[config.mk]
export PLATFORM = sky130hd
export DESIGN_NAME = nash_decipher_rx
export DESIGN_NICKNAME = d
export VERILOG_FILES = /design/src/rtl/nash_cipher_pkg.sv /design/src/rtl/nash_keystream_gen.sv /design/src/rtl/nash_decipher_rx.sv
export SDC_FILE = /design/constraint.sdc
export NUM_CORES = 1
export LEC_CHECK = 0
export CORE_MARGIN = 8
export CORE_UTILIZATION = 30
export CTS_BUF_LIST = sky130_fd_sc_hd__clkbuf_8 sky130_fd_sc_hd__clkbuf_16
export CTS_CLUSTER_SIZE = 14
export DETAILED_ROUTE_END_ITERATION = 8
export SETUP_SLACK_MARGIN = 0.4
export SKIP_CTS_REPAIR_TIMING = 1
export SLEW_MARGIN = 10
export SYNTH_ARGS = -nofsm -noshare
export SYNTH_HDL_FRONTEND = slang
export SYNTH_SLANG_ARGS = --single-unit
[constraint.sdc]
create_clock -name clk -period 2.5 [get_ports clk]
set_input_delay 0.25 -clock clk [delete_from_list [all_inputs] [get_ports clk]]
set_output_delay 0.25 -clock clk [all_outputs]
set_load 0.02 [all_outputs]
[src/rtl/nash_cipher_pkg.sv]
// nash_cipher_pkg: keystream definition shared by the encrypt and decrypt directions.
package nash_cipher_pkg;
    localparam int NASH_KEY_W = 8;
    localparam int KS_MAX_W   = 64;
    typedef enum logic [0:0] {IDLE = 1'b0, RUN = 1'b1} state_e;
    // Callers zero-extend their state to KS_MAX_W and truncate the result back.
    function automatic logic nash_ks(input logic [KS_MAX_W-1:0] s, input logic [KS_MAX_W-1:0] k);
        return ^(s & k);
    endfunction
    function automatic logic [KS_MAX_W-1:0] nash_next_state(input logic [KS_MAX_W-1:0] s, input logic cbit);
        return {s[KS_MAX_W-2:0], cbit};
    endfunction
endpackage

[src/rtl/nash_keystream_gen.sv]
// nash_keystream_gen: key/state registers, cipher-history shift and frame resync.
module nash_keystream_gen import nash_cipher_pkg::*; #(
    parameter int KEY_W      = NASH_KEY_W,
    parameter int FRAME_BITS = 0
) (
    input  logic             clk,
    input  logic             rst,
    input  logic [KEY_W-1:0] key_data,
    input  logic             key_load,
    input  logic             shift,
    input  logic             cbit,
    output logic             ks,
    output logic             frame_sync
);
    localparam int FC_W = FRAME_BITS > 1 ? $clog2(FRAME_BITS) : 1;
    logic [KEY_W-1:0] k_q, k_d, s_q, s_d;
    logic [FC_W-1:0]  fc_q, fc_d;
    logic             sync_q, sync_d, wrap;
    always_comb begin
        wrap   = FRAME_BITS > 0 && fc_q == FC_W'(FRAME_BITS - 1);
        k_d    = key_load ? key_data : k_q;
        s_d    = key_load ? key_data : !shift ? s_q : wrap ? k_q :
                 KEY_W'(nash_next_state(KS_MAX_W'(s_q), cbit));
        fc_d   = (key_load || FRAME_BITS == 0) ? '0 : !shift ? fc_q : wrap ? '0 : fc_q + 1'b1;
        sync_d = !key_load && shift && wrap;
        ks     = nash_ks(KS_MAX_W'(s_q), KS_MAX_W'(k_q));
    end
    always_ff @(posedge clk) begin
        if (rst) begin
            k_q    <= '0;
            s_q    <= '0;
            fc_q   <= '0;
            sync_q <= 1'b0;
        end else begin
            k_q    <= k_d;
            s_q    <= s_d;
            fc_q   <= fc_d;
            sync_q <= sync_d;
        end
    end
    assign frame_sync = sync_q;
endmodule

[src/rtl/nash_decipher_rx.sv]
// nash_decipher_rx: bit-serial Nash decryptor packing plaintext LSB-first into bytes.
module nash_decipher_rx import nash_cipher_pkg::*; #(
    parameter int KEY_W      = NASH_KEY_W,
    parameter int FRAME_BITS = 0
) (
    input  logic             clk,
    input  logic             rst,
    input  logic [KEY_W-1:0] key_data,
    input  logic             key_load,
    input  logic             in_bit,
    input  logic             in_valid,
    output logic             in_ready,
    output logic [7:0]       out_byte,
    output logic             out_valid,
    input  logic             out_ready,
    output logic             frame_sync
);
    state_e     state_q, state_d;
    logic [2:0] cnt_q, cnt_d;
    logic [6:0] bits_q, bits_d;
    logic [7:0] byte_q, byte_d;
    logic       ov_q, ov_d, acc, done, p, ks;
    nash_keystream_gen #(.KEY_W(KEY_W), .FRAME_BITS(FRAME_BITS)) u_ks (
        .clk(clk), .rst(rst), .key_data(key_data), .key_load(key_load),
        .shift(acc), .cbit(in_bit), .ks(ks), .frame_sync(frame_sync)
    );
    // Only the 8th bit of a byte must wait for the sink; earlier bits fill the shifter.
    always_comb begin
        in_ready = state_q == RUN && !key_load && !(cnt_q == 3'd7 && ov_q && !out_ready);
        acc      = in_valid && in_ready;
        done     = acc && cnt_q == 3'd7;
        p        = in_bit ^ ks;
        state_d  = key_load ? RUN : state_q;
        cnt_d    = key_load ? 3'd0 : acc ? cnt_q + 3'd1 : cnt_q;
        bits_d   = bits_q;
        if (acc && !done) bits_d[cnt_q] = p;
        byte_d   = done ? {p, bits_q} : byte_q;
        ov_d     = key_load ? 1'b0 : done ? 1'b1 : ov_q && !out_ready;
    end
    always_ff @(posedge clk) begin
        if (rst) begin
            state_q <= IDLE;
            cnt_q   <= 3'd0;
            bits_q  <= 7'd0;
            byte_q  <= 8'd0;
            ov_q    <= 1'b0;
        end else begin
            state_q <= state_d;
            cnt_q   <= cnt_d;
            bits_q  <= bits_d;
            byte_q  <= byte_d;
            ov_q    <= ov_d;
        end
    end
    assign out_byte  = byte_q;
    assign out_valid = ov_q;
endmodule
==> results.md, run 1 <==
- Outcome: completed
- Number of instances in the placed design: 282
- DR vias: 1389
- Post-synth EDFFs: 0
- Synth Instances: 197
- CTS Buffer Depth: 2
- RSZ-0062 raised after global routing: false
- Post-route cell area: 0.002062 mm2
- Final hold vios: 0
- Ports: 25
- Slew @ Worst Pin: 0.6458 ns
- Fin crit share: 0.7685
- Main synth FF type: dfxtp_1
- Final Power: 1.148 mW
- First-pass iteration count of the detailed router: 4
- Die area: 0.008232 mm2
- Max-cap violations: 0
- Vias in the first global route: 1309
- Clock root buffer: clkbuf_8
- Detailed-route wire length per cell: 12.03 um
- Post-route DRC: 0
- Area growth from synthesis to layout: 23.08%
- Final TNS setup: 0 ns
- Ant diodes: 0
- Worst-path fanout max: 6
- CTS tree: yes
- Largest net degree at the start of global routing: 53
- Max Transition Viols Final: 0
- Post-DP HPWL: 2361 um
- Mean Syn Cell Area: 8.504 um2
- Chip width: 90.73 um
- Peak supply drop: 0.0002526 V
- Sequential area share after synthesis: 0.4302
- IO Port Bufs: 23
- Num rows: 27
- Leakage power: 0.7262 nW
- Clk_skew: 0.01136 ns
- Initial DRC Count: 87
- Post-synth cell types: 34
- Syn nets: 213
- Gpl congestion: 0.7183
- Top cell type by total area after synthesis: dfxtp_1
- Vias per cell: 4.790
- Crit path kind: reg -> out
- GRT overflow: 0
- Synth Cell Area: 0.001675 mm2
- First-pass GRT wire length: 5954 um
- Skew-Pair Late Insertion Delay: 0.29 ns
- Starting Density: 0.3080
- Post-synthesis register bit count: 36
- Commonest non-fill, non-tap cell in the layout: nand2_1
- Slew margin rel.: 0.5664
- Worst endpoint required time: 2.25 ns
- Setup ws final: 0.5788 ns
- Min-Delay Path Class: reg -> reg
- Num CTS Buffers: 5
- Async S/R FF share, synth: 0
- Most frequent cells in the layout: 38 x nand2_1, 36 x dfxtp_1, 22 x clkdlybuf4s50_1
- Layout cells sized above 1: 0.07339
- Final setup violation count: 0
- Hold Slack: 0.4492 ns
- ANT nets after route: 0
- Fmax: 0.5205 GHz
- H-tree levels: 2
- CTS Sinks: 36
- Fin nets: 233
- Synth top area share: 0.4302
- Worst setup SP type: register
- Clk pin slew, worst setup/hold paths: 0.08 ns
- Gr usage total: 0.08732
- Initial antenna violation count: 0
- Die height: 90.73 um
- Final WL: 3489 um
- Area contributors post-synth: dfxtp_1 43%, nand2_1 8.5%, a21oi_1 4.5%, a221o_1 4.2%, nor2b_1 3.7%
- Layout Cells excl Fill: 290
- Fin crit period: 1.921 ns
- Pwr dens: 556.9 mW/mm2
- Core area: 0.005439 mm2
- CP arrival: 1.67 ns
- Final Util: 0.3791
- Placement Cell Area: 0.001963 mm2
- CP endpoint kind: primary output
- Synth Warn #: 0
- Place WS: 0.4497 ns
-- cell type report --
type	count	area (um2)
Sequential cell	36	720.7
Clock inverter	2	13.76
Fill cell	568	3377
Tap cell	72	90.09
Clock buffer	6	82.58
Multi-Input combinational cell	147	892.1
Timing Repair Buffer	27	262.8
-- path summary, 6_finish.rpt --
kind | from | to | slack [ns] | cells past startpoint
setup / recovery | cnt_q[0]$_SDFFE_PP0P_ | in_ready | 0.58 | 5
hold / removal | bits_q[0]$_SDFFE_PP0P_ | out_byte[0]$_SDFFE_PP0P_ | 0.45 | 2
setup reg to reg | cnt_q[0]$_SDFFE_PP0P_ | out_byte[7]$_SDFFE_PP0P_ | 0.60 | 7
hold reg to reg | bits_q[0]$_SDFFE_PP0P_ | out_byte[0]$_SDFFE_PP0P_ | 0.45 | 2
-- worst max-delay path, stage by stage (launching register included) --
cell and delay, ns:
dfxtp_1 0.36, ha_1 0.21, ha_1 0.18, and3b_1 0.21
nor3b_1 0.17, dlymetal6s2s_1 0.25
-- Yosys cell counts, types with 2 or more instances --
| library cell | n |
|---|---|
| nor2b_1 | 10 |
| a31oi_1 | 8 |
| nand2_1 | 38 |
| ha_1 | 2 |
| buf_1 | 2 |
| buf_2 | 4 |
| nand4b_1 | 3 |
| xor2_1 | 3 |
| nand2b_1 | 9 |
| nand3_1 | 11 |
| xnor2_1 | 2 |
| dfxtp_1 | 36 |
| mux2i_1 | 2 |
| a221o_1 | 7 |
| nor4_1 | 7 |
| clkbuf_1 | 6 |
| and2_1 | 2 |
| nor3_1 | 11 |
| and3b_1 | 2 |
| nor2_1 | 4 |
| a21oi_1 | 15 |
-- layer usage --
| layer | part of all wire | GRT usage | wire, um |
|---|---|---|---|
| met1 | 0.51 | 0.1102 | 1796 |
| met2 | 0.41 | 0.1261 | 1442 |
| met3 | 0.058 | 0.03408 | 203 |
| met4 | 0.013 | 0.04161 | 46 |
| met5 | 0 | 0 | 0 |
-- report_power, final --
group / leakage [nW] / internal, mW / total [mW] / switching (mW)
registers: 0.293 / 0.590 / 0.600 / 0.00984
clock network: 0.0516 / 0.225 / 0.445 / 0.220
logic: 0.381 / 0.0455 / 0.103 / 0.0580
total: 0.726 / 0.861 / 1.15 / 0.288
-- cell families (layout without fill, tap and decap cells) --
family	Yosys count	in the layout	synth area share
other cells	1	1	0.002238
flops	36	36	0.4302
compound gates	31	31	0.1210
buf+inv	14	35	0.03734
fa+ha+maj	2	2	0.01493
simple gates	103	103	0.3182
mux	2	2	0.01195
xor+xnor	8	8	0.06423
-- sequential cells by signal, summed over array words and instances (netlist names) --
name,flops
out_byte,8
out_valid,1
cnt_q,3
u_ks.k_q,8
bits_q,7
state_q,1
u_ks.s_q,8
No activity file was read; power rests on OpenSTA's default activity.
==> run 2, diff against run 1 <==
Clock period 2.5 ns to 1.6 ns, I/O delays scaled along.
==> results.md, run 2 (synthesis results as in run 1) <==
- CP arrival: 1.50 ns (-0.17 ns)
- Vias in the first global route: 1417 (+8.3%)
- Leakage power: 1.085 nW (+49%)
- DR vias: 1489 (+7.2%)
- First-pass GRT wire length: 6479 um (+8.8%)
- Fin nets: 258 (+11%)
- Reg2Reg Launch Point: u_ks.k_q[6]$_SDFFE_PP0P_
- Num rows: 27 (unchanged)
- Max-cap violations: 0 (unchanged)
- Final Util: 0.4925 (+0.1134)
- Hold Path Depth: 3 (+1)
- Setup ws final: -0.05716 ns (-0.6360 ns)
- Final Power: 1.964 mW (+71%)
- Footprint of the multi-input gates: 0.001196 mm2 (+34%)
- FF/Latch Area: 734.5 um2 (+1.9%)
- Num CTS Buffers: 5 (unchanged)
- Skew-Pair Late Insertion Delay: 0.29 ns (about the same)
- Worst setup SP type: register
- Initial antenna violation count: 0 (unchanged)
- IO Port Bufs: 23 (unchanged)
- Die area: 0.008232 mm2 (unchanged)
- Die height: 90.73 um (unchanged)
- Post-DP HPWL: 2526 um (+7.0%)
- Fmax: 0.6034 GHz
- Placement Cell Area: 0.002185 mm2 (+11%)
- Vias per cell: 4.727 (-1.3%)
- CTS Sinks: 36 (unchanged)
- Worst-path fanout max: 2 (-4)
- CTS tree: yes
- Pwr dens: 733.1 mW/mm2 (+32%)
- Final setup violation count: 14 (+14)
- Fillcell total: 502 (-12%)
- Post-route DRC: 0 (unchanged)
- CTS Buffer Depth: 2 (unchanged)
- Layout cells sized above 1: 0.3909 (+0.3176)
- Chip width: 90.73 um (unchanged)
- Hold Path Origin: key_data[1]
- GRT overflow: 0 (unchanged)
- Fin crit period: 1.657 ns
- Clock root buffer: clkbuf_8
- First-pass iteration count of the detailed router: 4 (unchanged)
- Most frequent cells in the layout: 27 x dfxtp_1, 26 x nand2_1, 19 x buf_4
- Final hold vios: 0 (unchanged)
- Detailed-route wire length per cell: 12.42 um (+3.2%)
- Peak supply drop: 0.0004801 V (+90%)
- Starting Density: 0.3080 (unchanged)
- Max Transition Viols Final: 0 (unchanged)
- Ant diodes: 0 (unchanged)
- Initial DRC Count: 50 (-43%)
- Clk pin slew, worst setup/hold paths: 0.08 ns (about the same)
- Slew margin rel.: 0.6103 (+0.04395)
- Reg-to-reg endpoint: out_byte[7]$_SDFFE_PP0P_
- Ports: 25 (unchanged)
- Crit path kind: reg -> out
- Min-Delay Endpoint: u_ks.k_q[1]$_SDFFE_PP0P_
- ANT nets after route: 0 (unchanged)
- Clk_skew: 0.005685 ns (-0.005680 ns)
- Post-route cell area: 0.002679 mm2 (+30%)
- Worst endpoint required time: 1.44 ns (-0.81 ns)
- H-tree levels: 2 (unchanged)
- Fin crit share: 1.036
- Slew @ Worst Pin: 0.5845 ns (-0.06129 ns)
- Worst r2r path cells: 5 (-2)
- Area growth from synthesis to layout: 59.90%
- CP endpoint kind: primary output
- Min-Delay Path Class: in -> reg
- Failing checks: negative setup slack
- Outcome: complete, but fails checks
- Commonest non-fill, non-tap cell in the layout: dfxtp_1
- Final WL: 3911 um (+12%)
- Gr usage total: 0.09244 (+0.005117)
- Core area: 0.005439 mm2 (unchanged)
- Largest net degree at the start of global routing: 38 (-28%)
- Gpl congestion: 0.7376 (+2.7%)
- Reg2reg setup slack: -0.05 ns (-0.65 ns)
- RSZ-0062 raised after global routing: true
## run 2: worst max-delay path by stage
stage / start / slack, ns / to
final: cnt_q[0]$_SDFFE_PP0P_ / -0.06 / in_ready
after global routing: cnt_q[0]$_SDFFE_PP0P_ / -0.11 / in_ready
after CTS: cnt_q[0]$_SDFFE_PP0P_ / -0.56 / in_ready
after detailed placement: in_bit / -0.31 / bits_q[3]$_SDFFE_PP0P_
after global placement: in_bit / -0.32 / bits_q[3]$_SDFFE_PP0P_
after floorplan: cnt_q[0]$_SDFFE_PP0P_ / 0.03 / out_byte[7]$_SDFFE_PP0P_
## run 2: cell type report
type	instances	area share
clock buffers	6	0.03503
clock inverters	2	0.004671
multi-input cells	147	0.4465
flip-flops and latches	36	0.2742
well taps	72	0.03363
repair buffers	52	0.2060
## run 2: critical path: stages, from the launching register on
cell and delay [ns]:
dfxtp_4 0.36, ha_4 0.16, ha_4 0.15, and3b_2 0.22, nor3b_2 0.15, buf_4 0.16
## run 2: metrics by stage
step / hold slack (ns) / std cells / worst slack (ns) / TNS, ns
after CTS: 0.4419 / 311 / -0.5554 / -2.345
after floorplan: 0.3194 / 197 / 0.02566 / 0
final: 0.4454 / 315 / -0.05716 / -0.4554
after detailed placement: 0.4468 / 303 / -0.3069 / -5.608
after global routing: 0.4648 / 315 / -0.1126 / -1.620
after global placement: 0.4415 / 303 / -0.3174 / -5.006
## run 2: metal layers
metal | GRT usage | wire length, um | vias up
li1 | - | - | 783
met4 | 0.02913 | 46 | 0
met5 | 0 | 0 | -
met3 | 0.03408 | 167 | 6
met1 | 0.1212 | 1963 | 676
met2 | 0.1358 | 1732 | 24
## run 2: report_power, final
part,total (mW),internal [mW],switching [mW]
combinational,0.274,0.136,0.139
sequential,0.937,0.922,0.0152
clock,0.752,0.398,0.354
total,1.96,1.46,0.508
==> run 3, diff against run 2 <==
Clock period 1.6 ns to 2.08 ns, I/O delays scaled along.
==> results.md, run 3 (synthesis results as in run 1) <==
- Outcome: completed
- Initial antenna violation count: 0 (unchanged)
- Max-cap violations: 0 (unchanged)
- CTS Sinks: 36 (unchanged)
- Chip width: 90.73 um (unchanged)
- Worst endpoint required time: 1.87 ns (+0.43 ns)
- Hold Path Origin: key_load
- Post-route DRC: 0 (unchanged)
- Logic pwr share: 0.114 (-0.026)
- Worst path slowest cell: dfxtp_2
- Number of instances in the placed design: 288 (-5.0%)
- Die height: 90.73 um (unchanged)
- Post-DP HPWL: 2438 um (-3.5%)
- Num rows: 27 (unchanged)
- Clk_skew: 0.005549 ns (-0.0001353 ns)
- Layout Cells excl Fill: 300 (-4.8%)
- Pwr dens: 603.4 mW/mm2 (-18%)
- Fin crit share: 0.8191
- WP buf/inv: 1 (unchanged)
- Final TNS setup: 0 ns (+0.4554 ns)
- Place WS: 0.1321 ns (+0.4391 ns)
- First-pass GRT wire length: 6182 um (-4.6%)
- CP arrival: 1.50 ns (about the same)
- Num CTS Buffers: 5 (unchanged)
- Reg2Reg Launch Point: cnt_q[0]$_SDFFE_PP0P_
- Setup ws final: 0.3763 ns (+0.4334 ns)
- Vias in the first global route: 1368 (-3.5%)
- Hold Path Depth: 2 (-1)
- Ant diodes: 0 (unchanged)
- CP dominant cell by count: ha_4
- Sw frac: 0.2449 (-0.01359)
- RSZ-0062 raised after global routing: true
- Final hold vios: 0 (unchanged)
- Internal Power: 1.051 mW (-28%)
- Delay-heaviest family, CP: simple AND/OR/NAND/NOR gates
- Leakage power: 0.7959 nW (-27%)
- IO Port Bufs: 23 (unchanged)
- Largest net degree at the start of global routing: 53 (+39%)
- Final setup violation count: 0 (-14)
- CTS tree: yes
- Worst-path fanout max: 2 (unchanged)
- Reg-to-reg endpoint: bits_q[5]$_SDFFE_PP0P_
- NetSw: 340.8 uW (-33%)
- Most frequent cells in the layout: 37 x nand2_1, 30 x dfxtp_1, 21 x clkdlybuf4s50_1
- Worst setup SP type: register
- Min-Delay Path Class: in -> reg
- Final Util: 0.4240 (-0.06855)
- Layout cells sized above 1: 0.2193 (-0.1716)
- Detailed-route wire length per cell: 12.04 um (-3.1%)
- Vias per cell: 4.783 (+1.2%)
- Gpl congestion: 0.7616 (+3.3%)
- Starting Density: 0.3080 (unchanged)
- Max Transition Viols Final: 0 (unchanged)
- Final WL: 3611 um (-7.7%)
- Fin nets: 243 (-5.8%)
- ANT nets after route: 0 (unchanged)
- Fin crit period: 1.704 ns
- Die area: 0.008232 mm2 (unchanged)
- Initial DRC Count: 109 (+120%)
- CTS Buffer Depth: 2 (unchanged)
- Peak supply drop: 0.0003407 V (-29%)
- Clk pwr share: 0.368 (-0.015)
- Reg2reg setup slack: 0.40 ns (+0.45 ns)
- Gr usage total: 0.08952 (-0.002912)
- Skew-Pair Late Insertion Delay: 0.28 ns (about the same)
- Commonest non-fill, non-tap cell in the layout: nand2_1
- First-pass iteration count of the detailed router: 4 (unchanged)
- CP Cell Sequence: ha_4 -> ha_4 -> and3b_2 -> nor3b_2 -> buf_4
- Clk pin slew, worst setup/hold paths: 0.07 ns (about the same)
- Fmax: 0.5869 GHz
- Ports: 25 (unchanged)
- Worst r2r path cells: 6 (+1)
- GRT overflow: 0 (unchanged)
- Slowest stage delay, CP: 0.34 ns (-0.02 ns)
- Min-Delay Endpoint: out_valid$_SDFF_PP0_
- Crit path kind: reg -> out
- DR vias: 1435 (-3.6%)
- CP endpoint kind: primary output
- Clock root buffer: clkbuf_8
- H-tree levels: 2 (unchanged)
- Final Power: 1.392 mW (-29%)
- Seq pwr share: 0.519 (+0.042)
- Area growth from synthesis to layout: 37.64%
- Core area: 0.005439 mm2 (unchanged)
==> run 3: cell count changes in the layout (fill, tap and decap cells not counted), sizes merged <==
| cell | change |
|---|---|
| inv | +1 |
| buf | -14 |
| clkinv | -1 |
| clkbuf | -1 |
| dlymetal6s2s | -8 |
| clkdlybuf4s50 | +8 |
==> run 3: layer usage <==
| metal | track usage | wire [um] | vias up | share of wire |
|---|---|---|---|---|
| met2 | 0.1370 | 1640 | 24 | 0.45 |
| met4 | 0.03745 | 38 | 0 | 0.011 |
| met3 | 0.02993 | 141 | 5 | 0.039 |
| li1 | - | - | 755 | - |
| met1 | 0.1115 | 1791 | 651 | 0.50 |
| met5 | 0 | 0 | - | 0 |
==> run 3: worst max-delay path by stage <==
stage | startpoint | to | slack (ns) | cells after the start
floorplan | cnt_q[0]$_SDFFE_PP0P_ | out_byte[7]$_SDFFE_PP0P_ | 0.42 | 7
global placement | out_ready | in_ready | 0.19 | 4
detailed placement | key_load | out_byte[7]$_SDFFE_PP0P_ | 0.13 | 5
CTS | cnt_q[0]$_SDFFE_PP0P_ | in_ready | -0.16 | 5
global route | cnt_q[0]$_SDFFE_PP0P_ | in_ready | 0.30 | 5
finish | cnt_q[0]$_SDFFE_PP0P_ | in_ready | 0.38 | 5
==> run 3: stage by stage <==
| step | area, um2 | hold slack, ns |
|---|---|---|
| 2_1_floorplan | 1684 | 0.3660 |
| 6_report | 2306 | 0.2383 |
| 4_1_cts | 2131 | 0.4590 |
| 5_1_grt | 2306 | 0.2798 |
| 3_3_place_gp | 2037 | 0.4423 |
| 3_5_place_dp | 2037 | 0.4489 |
==> run 3: cell type report <==
type                            count  area [um2]
Clock inverter                      2       11.26
Multi-Input combinational cell    147        1017
Clock buffer                        6       82.58
Sequential cell                    36       728.2
Tap cell                           72       90.09
Timing Repair Buffer               37       376.6
Fill cell                         558        3133
==> run 3: power groups by stage <==
stage | clock network, mW | logic [mW] | registers, mW
after detailed placement | 0 | 0.137 | 0.737
after CTS | 0.529 | 0.137 | 0.721
final | 0.511 | 0.158 | 0.722
after global placement | 0 | 0.136 | 0.737
after global routing | 0.561 | 0.173 | 0.725
after floorplan | 0 | 0.0823 | 0.734
